## config.mk

```make
export PLATFORM = sky130hd
export DESIGN_NAME = mips_multicycle_control
export DESIGN_NICKNAME = d
export VERILOG_FILES = /design/src/rtl/mips_mc_pkg.sv /design/src/rtl/mips_mc_watchdog.sv /design/src/rtl/mips_multicycle_control.sv
export SDC_FILE = /design/constraint.sdc
export NUM_CORES = 1
export LEC_CHECK = 0
export ABC_CLOCK_PERIOD_IN_PS = 2600
export CELL_PAD_IN_SITES_DETAIL_PLACEMENT = 1
export CELL_PAD_IN_SITES_GLOBAL_PLACEMENT = 1
export CORE_UTILIZATION = 35
export DETAILED_ROUTE_END_ITERATION = 7
export GPL_TIMING_DRIVEN = 1
export PLACE_DENSITY = 0.88
export SLEW_MARGIN = 15
export SYNTH_ARGS = -nofsm -noshare
export SYNTH_HDL_FRONTEND = slang
export SYNTH_SLANG_ARGS = --single-unit
```

## constraint.sdc

```tcl
create_clock -name clk -period 2.6 [get_ports clk]
set_input_delay 0.65 -clock clk [delete_from_list [all_inputs] [get_ports clk]]
set_output_delay 0.65 -clock clk [all_outputs]
set_load 0.05 [all_outputs]
```

## src/rtl/mips_mc_pkg.sv

```systemverilog
// Shared encodings for the multicycle MIPS control FSM: state codes, opcodes,
// datapath mux select codes and the trap cause.
package mips_mc_pkg;

  typedef enum logic [3:0] {
    S_FETCH  = 4'd0,
    S_DECODE = 4'd1,
    S_MEMADR = 4'd2,
    S_MEMRD  = 4'd3,
    S_MEMWB  = 4'd4,
    S_MEMWR  = 4'd5,
    S_EXEC   = 4'd6,
    S_ALUWB  = 4'd7,
    S_BRANCH = 4'd8,
    S_ADDIEX = 4'd9,
    S_ADDIWB = 4'd10,
    S_JUMP   = 4'd11,
    S_TRAP   = 4'd12
  } state_t;

  typedef enum logic [1:0] {
    CAUSE_NONE    = 2'd0,
    CAUSE_ILLEGAL = 2'd1,
    CAUSE_BUS     = 2'd2
  } trap_cause_t;

  localparam logic [5:0] OP_RTYPE = 6'b000000;
  localparam logic [5:0] OP_J     = 6'b000010;
  localparam logic [5:0] OP_BEQ   = 6'b000100;
  localparam logic [5:0] OP_BNE   = 6'b000101;
  localparam logic [5:0] OP_ADDI  = 6'b001000;
  localparam logic [5:0] OP_LW    = 6'b100011;
  localparam logic [5:0] OP_SW    = 6'b101011;

  localparam logic [1:0] ALU_ADD   = 2'b00;
  localparam logic [1:0] ALU_SUB   = 2'b01;
  localparam logic [1:0] ALU_FUNCT = 2'b10;

  localparam logic [1:0] SRCB_B       = 2'b00;
  localparam logic [1:0] SRCB_FOUR    = 2'b01;
  localparam logic [1:0] SRCB_IMM     = 2'b10;
  localparam logic [1:0] SRCB_IMM_SH2 = 2'b11;

  localparam logic [1:0] PCSRC_ALU    = 2'b00;
  localparam logic [1:0] PCSRC_ALUOUT = 2'b01;
  localparam logic [1:0] PCSRC_JUMP   = 2'b10;

  // States that wait on the memory handshake and are covered by the watchdog.
  function automatic logic is_mem_wait(input state_t s);
    return s inside {S_FETCH, S_MEMRD, S_MEMWR};
  endfunction

endpackage

```

## src/rtl/mips_mc_watchdog.sv

```systemverilog
// Saturating memory-wait counter; flags a timeout in the cycle the count would
// reach MEM_TIMEOUT. MEM_TIMEOUT=0 disables the timeout.
module mips_mc_watchdog #(
  parameter int MEM_TIMEOUT = 16
) (
  input  logic clk,
  input  logic reset,
  input  logic clear,
  input  logic inc,
  output logic timeout
);

  localparam int CNT_W = (MEM_TIMEOUT > 0) ? $clog2(MEM_TIMEOUT + 1) : 1;
  localparam logic [CNT_W-1:0] CNT_MAX  = CNT_W'(MEM_TIMEOUT);
  localparam logic [CNT_W-1:0] CNT_LAST = CNT_MAX - CNT_W'(1);
  localparam bit WD_EN = (MEM_TIMEOUT > 0);

  logic [CNT_W-1:0] count;

  // NOTE: sequential state uses non-blocking assignments so every flop samples
  // pre-edge values regardless of block ordering.
  always_ff @(posedge clk or posedge reset) begin
    if (reset) begin
      count <= '0;
    end else if (clear) begin
      count <= '0;
    end else if (inc && (count != CNT_MAX)) begin
      count <= count + CNT_W'(1);
    end
  end

  assign timeout = WD_EN && inc && (count >= CNT_LAST);

endmodule

```

## src/rtl/mips_multicycle_control.sv

```systemverilog
// Multicycle MIPS control FSM with memory-wait watchdog and illegal-opcode trap.
// Optional feature macro: MC_BNE_EN (adds bne through the BRANCH state).
module mips_multicycle_control
  import mips_mc_pkg::*;
#(
  parameter int OP_W        = 6,
  parameter int MEM_TIMEOUT = 16
) (
  input  logic            clk,
  input  logic            reset,
  input  logic [OP_W-1:0] op,
  input  logic            mem_ready,
  output logic            pc_write,
  output logic            ir_write,
  output logic            iord,
  output logic            mem_write,
  output logic            mem_to_reg,
  output logic            reg_dst,
  output logic            reg_write,
  output logic            alu_src_a,
  output logic [1:0]      alu_src_b,
  output logic [1:0]      alu_op,
  output logic [1:0]      pc_src,
  output logic            branch,
  output logic            branch_ne,
  output logic            illegal_op,
  output logic            bus_err,
  output logic [3:0]      state
);

  localparam logic [OP_W-1:0] OPC_RTYPE = OP_W'(OP_RTYPE);
  localparam logic [OP_W-1:0] OPC_J     = OP_W'(OP_J);
  localparam logic [OP_W-1:0] OPC_BEQ   = OP_W'(OP_BEQ);
  localparam logic [OP_W-1:0] OPC_ADDI  = OP_W'(OP_ADDI);
  localparam logic [OP_W-1:0] OPC_LW    = OP_W'(OP_LW);
  localparam logic [OP_W-1:0] OPC_SW    = OP_W'(OP_SW);
`ifdef MC_BNE_EN
  localparam logic [OP_W-1:0] OPC_BNE   = OP_W'(OP_BNE);
`endif

  state_t      state_q, state_d;
  trap_cause_t cause_q, cause_d;
  logic        wd_timeout, wd_clear, wd_inc;

  always_ff @(posedge clk or posedge reset) begin
    if (reset) begin
      state_q <= S_FETCH;
      cause_q <= CAUSE_NONE;
    end else begin
      state_q <= state_d;
      cause_q <= cause_d;
    end
  end

`ifdef MC_BNE_EN
  // Remembers which branch flavour DECODE chose so BRANCH stays a pure state decode.
  logic bne_q;
  always_ff @(posedge clk or posedge reset) begin
    if (reset) begin
      bne_q <= 1'b0;
    end else if (state_q == S_DECODE) begin
      bne_q <= (op == OPC_BNE);
    end
  end
`endif

  assign wd_inc   = is_mem_wait(state_q) && !mem_ready;
  assign wd_clear = (state_d != state_q) || mem_ready;

  mips_mc_watchdog #(.MEM_TIMEOUT(MEM_TIMEOUT)) u_watchdog (
    .clk    (clk),
    .reset  (reset),
    .clear  (wd_clear),
    .inc    (wd_inc),
    .timeout(wd_timeout)
  );

  // NOTE: every signal written here gets a default first, so no path can
  // leave one unassigned and infer a latch.
  always_comb begin
    state_d = state_q;
    cause_d = cause_q;
    case (state_q)
      S_FETCH: begin
        if (mem_ready) begin
          state_d = S_DECODE;
        end else if (wd_timeout) begin
          state_d = S_TRAP;
          cause_d = CAUSE_BUS;
        end
      end
      S_DECODE: begin
        if ((op == OPC_LW) || (op == OPC_SW)) state_d = S_MEMADR;
        else if (op == OPC_RTYPE)             state_d = S_EXEC;
        else if (op == OPC_BEQ)               state_d = S_BRANCH;
`ifdef MC_BNE_EN
        else if (op == OPC_BNE)               state_d = S_BRANCH;
`endif
        else if (op == OPC_ADDI)              state_d = S_ADDIEX;
        else if (op == OPC_J)                 state_d = S_JUMP;
        else begin
          state_d = S_TRAP;
          cause_d = CAUSE_ILLEGAL;
        end
      end
      S_MEMADR: state_d = (op == OPC_SW) ? S_MEMWR : S_MEMRD;
      S_MEMRD, S_MEMWR: begin
        if (mem_ready) begin
          state_d = (state_q == S_MEMRD) ? S_MEMWB : S_FETCH;
        end else if (wd_timeout) begin
          state_d = S_TRAP;
          cause_d = CAUSE_BUS;
        end
      end
      S_EXEC:   state_d = S_ALUWB;
      S_ADDIEX: state_d = S_ADDIWB;
      default:  state_d = S_FETCH;
    endcase
  end

  always_comb begin
    pc_write   = 1'b0;
    ir_write   = 1'b0;
    iord       = 1'b0;
    mem_write  = 1'b0;
    mem_to_reg = 1'b0;
    reg_dst    = 1'b0;
    reg_write  = 1'b0;
    alu_src_a  = 1'b0;
    alu_src_b  = SRCB_B;
    alu_op     = ALU_ADD;
    pc_src     = PCSRC_ALU;
    branch     = 1'b0;
    branch_ne  = 1'b0;
    illegal_op = 1'b0;
    bus_err    = 1'b0;
    case (state_q)
      S_FETCH: begin
        alu_src_b = SRCB_FOUR;
        pc_write  = mem_ready;
        ir_write  = mem_ready;
      end
      S_DECODE: alu_src_b = SRCB_IMM_SH2;
      S_MEMADR: begin
        alu_src_a = 1'b1;
        alu_src_b = SRCB_IMM;
      end
      S_MEMRD: iord = 1'b1;
      S_MEMWB: begin
        mem_to_reg = 1'b1;
        reg_write  = 1'b1;
      end
      S_MEMWR: begin
        iord      = 1'b1;
        mem_write = 1'b1;
      end
      S_EXEC: begin
        alu_src_a = 1'b1;
        alu_op    = ALU_FUNCT;
      end
      S_ALUWB: begin
        reg_dst   = 1'b1;
        reg_write = 1'b1;
      end
      S_BRANCH: begin
        alu_src_a = 1'b1;
        alu_op    = ALU_SUB;
        pc_src    = PCSRC_ALUOUT;
`ifdef MC_BNE_EN
        branch    = !bne_q;
        branch_ne = bne_q;
`else
        branch    = 1'b1;
`endif
      end
      S_ADDIEX: begin
        alu_src_a = 1'b1;
        alu_src_b = SRCB_IMM;
      end
      S_ADDIWB: reg_write = 1'b1;
      S_JUMP: begin
        pc_src   = PCSRC_JUMP;
        pc_write = 1'b1;
      end
      S_TRAP: begin
        illegal_op = (cause_q == CAUSE_ILLEGAL);
        bus_err    = (cause_q == CAUSE_BUS);
      end
      default: ;
    endcase
    // Reset forces the state to FETCH immediately; suppress its side effects too.
    if (reset) begin
      pc_write   = 1'b0;
      ir_write   = 1'b0;
      mem_write  = 1'b0;
      reg_write  = 1'b0;
      illegal_op = 1'b0;
      bus_err    = 1'b0;
    end
  end

  assign state = state_q;

endmodule

```

# Word-level counts from Yosys, hierarchy flattened
# Index checks and enable logic that the tools add are counted.
# Widths: inputs -> output; s select.
classes:
  add_sub_neg: 1
  n_lt_le_gt_ge: 1
  n_eq_ne: 28
  muxes: 41
  n_reduce_logical: 17
op_table:
  columns: ["op", "n"]
  rows:
  - ["$pmux 4 s6", 1]
  - ["$eq 4x4->1 const B", 5]
  - ["$mux 4", 5]
  - ["$eq 4x3->1 const B", 4]
  - ["$mux 1", 16]
  - ["$mux 3", 5]
  - ["$mux 2", 7]
  - ["$eq 6x6->1 const B", 2]
  - ["$ne 2x2->1 const B", 6]
  - ["$pmux 2 s2", 3]
  - ["$mux 5", 2]
  - ["$eq 4x2->1 const B", 2]
  - ["$reduce_and 8->1", 1]
  - ["$eq 6x2->1 const B", 1]
  - ["$eq 6x3->1 const B", 1]
  - ["$eq 6x4->1 const B", 1]
  - ["$logic_not 6->1", 1]
  - ["$pmux 2 s3", 1]
  - ["$reduce_or 3->1", 2]
  - ["$add 5x1->5 const B", 1]
  - ["$ge 5x4->1 const B", 1]
  - ["$ne 5x5->1 const B", 1]
  - ["$eq 4x1->1 const B", 1]
  - ["$logic_not 4->1", 1]
  - ["other kinds (12)", 17]
word_totals:
  ff_bits: 11
  inputBits: 9
  out_inout_bits: 22

# Depth between registers and ports, before layout
depth:
  ltp_word: 10
  mapped_depth: 9

# By module
# Synthesis repeated with hierarchy kept, for this count alone.
hier_totals:
  hier_cells: 141
  hier_area_um2: 1066.0
modules_own_cells:
  columns: ["mod", "instances", "cells_per_inst", "area_each_um2"]
  rows:
  - ["mips_multicycle_control", 1, 108, 754.5]
  - ["mips_mc_watchdog", 1, 33, 311.5]

# Worst setup path before layout
# No wires, ideal clock.
synth_path:
  path_type: "reg2out"
  start: "reg state_q[3], in the netlist state[3]"
  end: "out pc_src[0]"
  t_arrival_ps: 2767
  required_time_ps: 1950
  setup_slack_ps: -817
  path_stages_with_launch: 6
  n_path_buf: 3
  cell_sequence: "dfrtp_1 buf_2 clkbuf_1 nand2_1 nor3_1 buf_4"
synth_between:
  elab_chain_len: 2
  elab_cells_between_ends: 3
  classes_between: "2 x eq/ne; 1 x mux"
synth_rtl:
  columns: ["item", "line_no", "source"]
  rows:
  - ["start, declared", "mips_multicycle_control.sv:41", "state_t state_q, state_d;"]
  - ["start signal, assigned", "mips_multicycle_control.sv:50", "state_q <= state_d;"]
  - ["$eq 4x4->1", "mips_multicycle_control.sv:137", "case (state_q)"]
  - ["$pmux 2 s2 (*)", "mips_multicycle_control.sv:137", null]
  - ["end, declared", "mips_multicycle_control.sv:23", "output logic [1:0] pc_src,"]
# Mark *: on every way between the ends. The rest lies on a longest branch, timed or not.

# Worst setup path after layout
layout_path:
  start: "in reset"
  end: "out illegal_op"
layout_between:
  elab_chain_len: 1
layout_rtl:
  columns: ["item", "line_no", "source"]
  rows:
  - ["start, declared", "mips_multicycle_control.sv:10", "input logic reset,"]
  - ["$mux 1", "mips_multicycle_control.sv:192", "if (reset) begin"]
  - ["end, declared", "mips_multicycle_control.sv:26", "output logic illegal_op,"]
# No other way between the ends.

==> results.json <==
{
  "status": "complete, no violations",
  "n_fill_cell": 362,
  "ys_types": 44,
  "synth_common_cells": "nor2_1 (15), nor3_1 (12), dfrtp_1 (11), nand2_1 (10), inv_1 (7)",
  "fp-row-count": 20,
  "cts_buffer_depth": 2,
  "synth.largest_area_cell": "dfrtp_1",
  "netlist.area_leader.share_pct": 24.4,
  "drt-wirelength-per-cell_um": 16.8,
  "stdcell_count": 209,
  "ys_warn_count": 0,
  "io_buffers": 29,
  "dpl.hpwl_um": 2740,
  "netlist_instances": 134,
  "fin_worst_skew_ps": 4.87,
  "crit_type": "in2out",
  "period_share_pct": 98.2,
  "finalHoldViolations": 0,
  "start_util_pct": 36.9,
  "routed_wirelength_um": 3510,
  "fp.dieArea_mm2": 0.00345,
  "cp.arrival_ps": 1900,
  "synthAdderAreaFrac_pct": 3.33,
  "critPathRequiredTime_ps": 1950,
  "synth_seq_cells": 11,
  "whs_path_depth": 2,
  "cts.sinks": 11,
  "synth_mux_area_share_pct": 1.78,
  "first_pass_iters": 4,
  "cts_max_level": 1,
  "fmax_ghz": 0.392,
  "whs_endpoint": "cause_q[0]",
  "die_x_um": 58.7,
  "reg2reg_to": "u_watchdog.count[4]",
  "async_reset_ff_share_pct": 100,
  "synth_edf_count": 0,
  "grt_pass1_wl_um": 5760,
  "track_usage_pct": 22.5,
  "finalMaxSlewViolations": 0,
  "powerDensity_mw_per_mm2": 1200,
  "synth_xor_area_share_pct": 7.78,
  "synth_compound_area_share_pct": 17.3,
  "root_buffer": "clkbuf_4",
  "final_util_pct": 56.6,
  "synthTopCellsByArea": "dfrtp_1 (24%), nor3_1 (5.3%), nor2_1 (5.0%)",
  "cts_tree": "done",
  "coreArea_mm2": 0.00305,
  "reg2reg_from": "u_watchdog.count[0]",
  "first_iter_violations": 15,
  "hold_class": "reg2reg",
  "worst_setup_path_start_kind": "input pin",
  "syn_area_per_cell_um2": 8.40,
  "r2r_setup_slack_ps": 200,
  "ant_nets": 0,
  "syn-num-nets": 146,
  "area_delta_synth_final_pct": 53.4,
  "dp_cells": 205,
  "antenna_found_initial": 0,
  "ioPinCount": 31,
  "path_clk_slew_ps": 70,
  "leakagePower_nw": 0.716,
  "via_per_inst": 5.48,
  "remaining_drc_errors": 0,
  "critPathCaptureType": "primary output",
  "finalWorstPathRequiredPeriod_ps": 2550,
  "ir_drop_mv": 0.507,
  "worst_slew_pin_slew_ps": 605,
  "grt_overflow": 0,
  "drv_cap": 0,
  "path_max_fanout": 2,
  "place_congestion": 0.825,
  "drive_gt1_share_pct": 35.2,
  "fin_nets": 178,
  "relSlewSlack_pct": 59.7,
  "synth_most_common_cell": "nor2_1",
  "post-cts-setup-buffers": 0,
  "setup_violations": 0,
  "clock_latency_ps": 280,
  "synth_top_family_by_area": "simple AND/OR/NAND/NOR gates",
  "grt_pass1_vias": 1188,
  "synth.yosys.seq_area_share_pct": 24.4,
  "ff2ff_path_depth": 9,
  "insertedDiodeCount": 0,
  "cts-buffers-inserted": 3,
  "hp-start": "cause_q[0]",
  "grt_max_degree": 19,
  "synthSimpleGateAreaFrac_pct": 37.3,
  "via_count": 1146,
  "synth_area_mm2": 0.00113,
  "ys.flop_type": "dfrtp_1",
  "die_height_um": 58.7
}
## kinds of logic (layout without fill, tap and decap cells)
| kind of cell | count (synthesis) | in the layout |
|---|---|---|
| other | 1 | 1 |
| xor gates and xnor gates | 7 | 7 |
| adders and majority gates | 3 | 3 |
| and+or+nand+nor | 71 | 71 |
| AOI/OAI and AO/OA | 22 | 22 |
| muxes | 2 | 2 |
| DFF | 11 | 11 |
| buffers and inverters | 17 | 48 |
## worst max-delay path by stage
stage / depth (start not counted) / slack (ps) / endpoint / startpoint
6_report: 5 / 50 / illegal_op / reset
4_1_cts: 5 / 3 / alu_src_b[1] / state[0]
5_1_grt: 5 / -0.3 / illegal_op / reset
3_5_place_dp: 5 / -150 / illegal_op / reset
2_1_floorplan: 4 / -350 / mem_to_reg / state[2]
3_3_place_gp: 5 / -100 / illegal_op / reset
## per-stage QoR
| stage | worst slack [ps] | power [mW] | hold slack (ps) | TNS, ps | cell area [um2] |
|---|---|---|---|---|---|
| floorplan | -346 | 1.38 | 511 | -922 | 1180 |
| global placement | -103 | 1.86 | 546 | -145 | 1670 |
| detailed placement | -147 | 1.92 | 579 | -228 | 1670 |
| CTS | 3.37 | 2.06 | 599 | 0 | 1710 |
| global route | -0.312 | 2.18 | 627 | -0.312 | 1730 |
| finish | 47.3 | 2.07 | 588 | 0 | 1730 |
## layout by cell type (no fill, tap or decap), types with 5 or more instances in the layout
cell / instances
buf_4: 12
buf_12: 15
nand2_1: 10
inv_1: 7
dfrtp_1: 9
nor3_2: 6
nor3_1: 7
nand4_1: 5
clkdlybuf4s50_1: 10
nor2_1: 13
o21ai_0: 6
## worst max-delay path, cell delays in order
cell and delay (ps):
clkdlybuf4s50_1 470, nor3_4 190, nand3_2 160, nor3b_4 260
buf_12 160
## layout make-up
type	count	area (um2)	share of cell area, %
tap	44	55.1	3.19
inverter	7	26.3	1.52
timing repair buffer	37	490	28.4
multi-input combinational	106	852	49.3
sequential	11	278	16.1
clock buffer	4	26.3	1.52
## flip-flops by register name, indices dropped and copies added (netlist names)
register          count
cause_q               2
state                 4
u_watchdog.count      5
## repair_timing
action / 4_1_cts / 5_1_grt
hold buffers: 0 / 0
setup endpoints to repair: 3 / 7
pin swaps: 0 / 2
resized for setup: 3 / 4
## power by group
group | switching [mW] | internal [mW]
logic | 0.928 | 0.649
registers | 0.155 | 0.220
clock network | 0.0635 | 0.0595
## metal layers
layer / wire (um) / part of all wire [%] / track usage (%) / up-vias
met2: 1830 / 52 / 39.1 / 29
li1: - / - / - / 536
met4: 99 / 2.8 / 10.2 / 0
met3: 114 / 3.2 / 3.96 / 11
met1: 1460 / 42 / 26.8 / 570
met5: 0 / 0 / 0 / -
(Power assumes the default switching activity.)
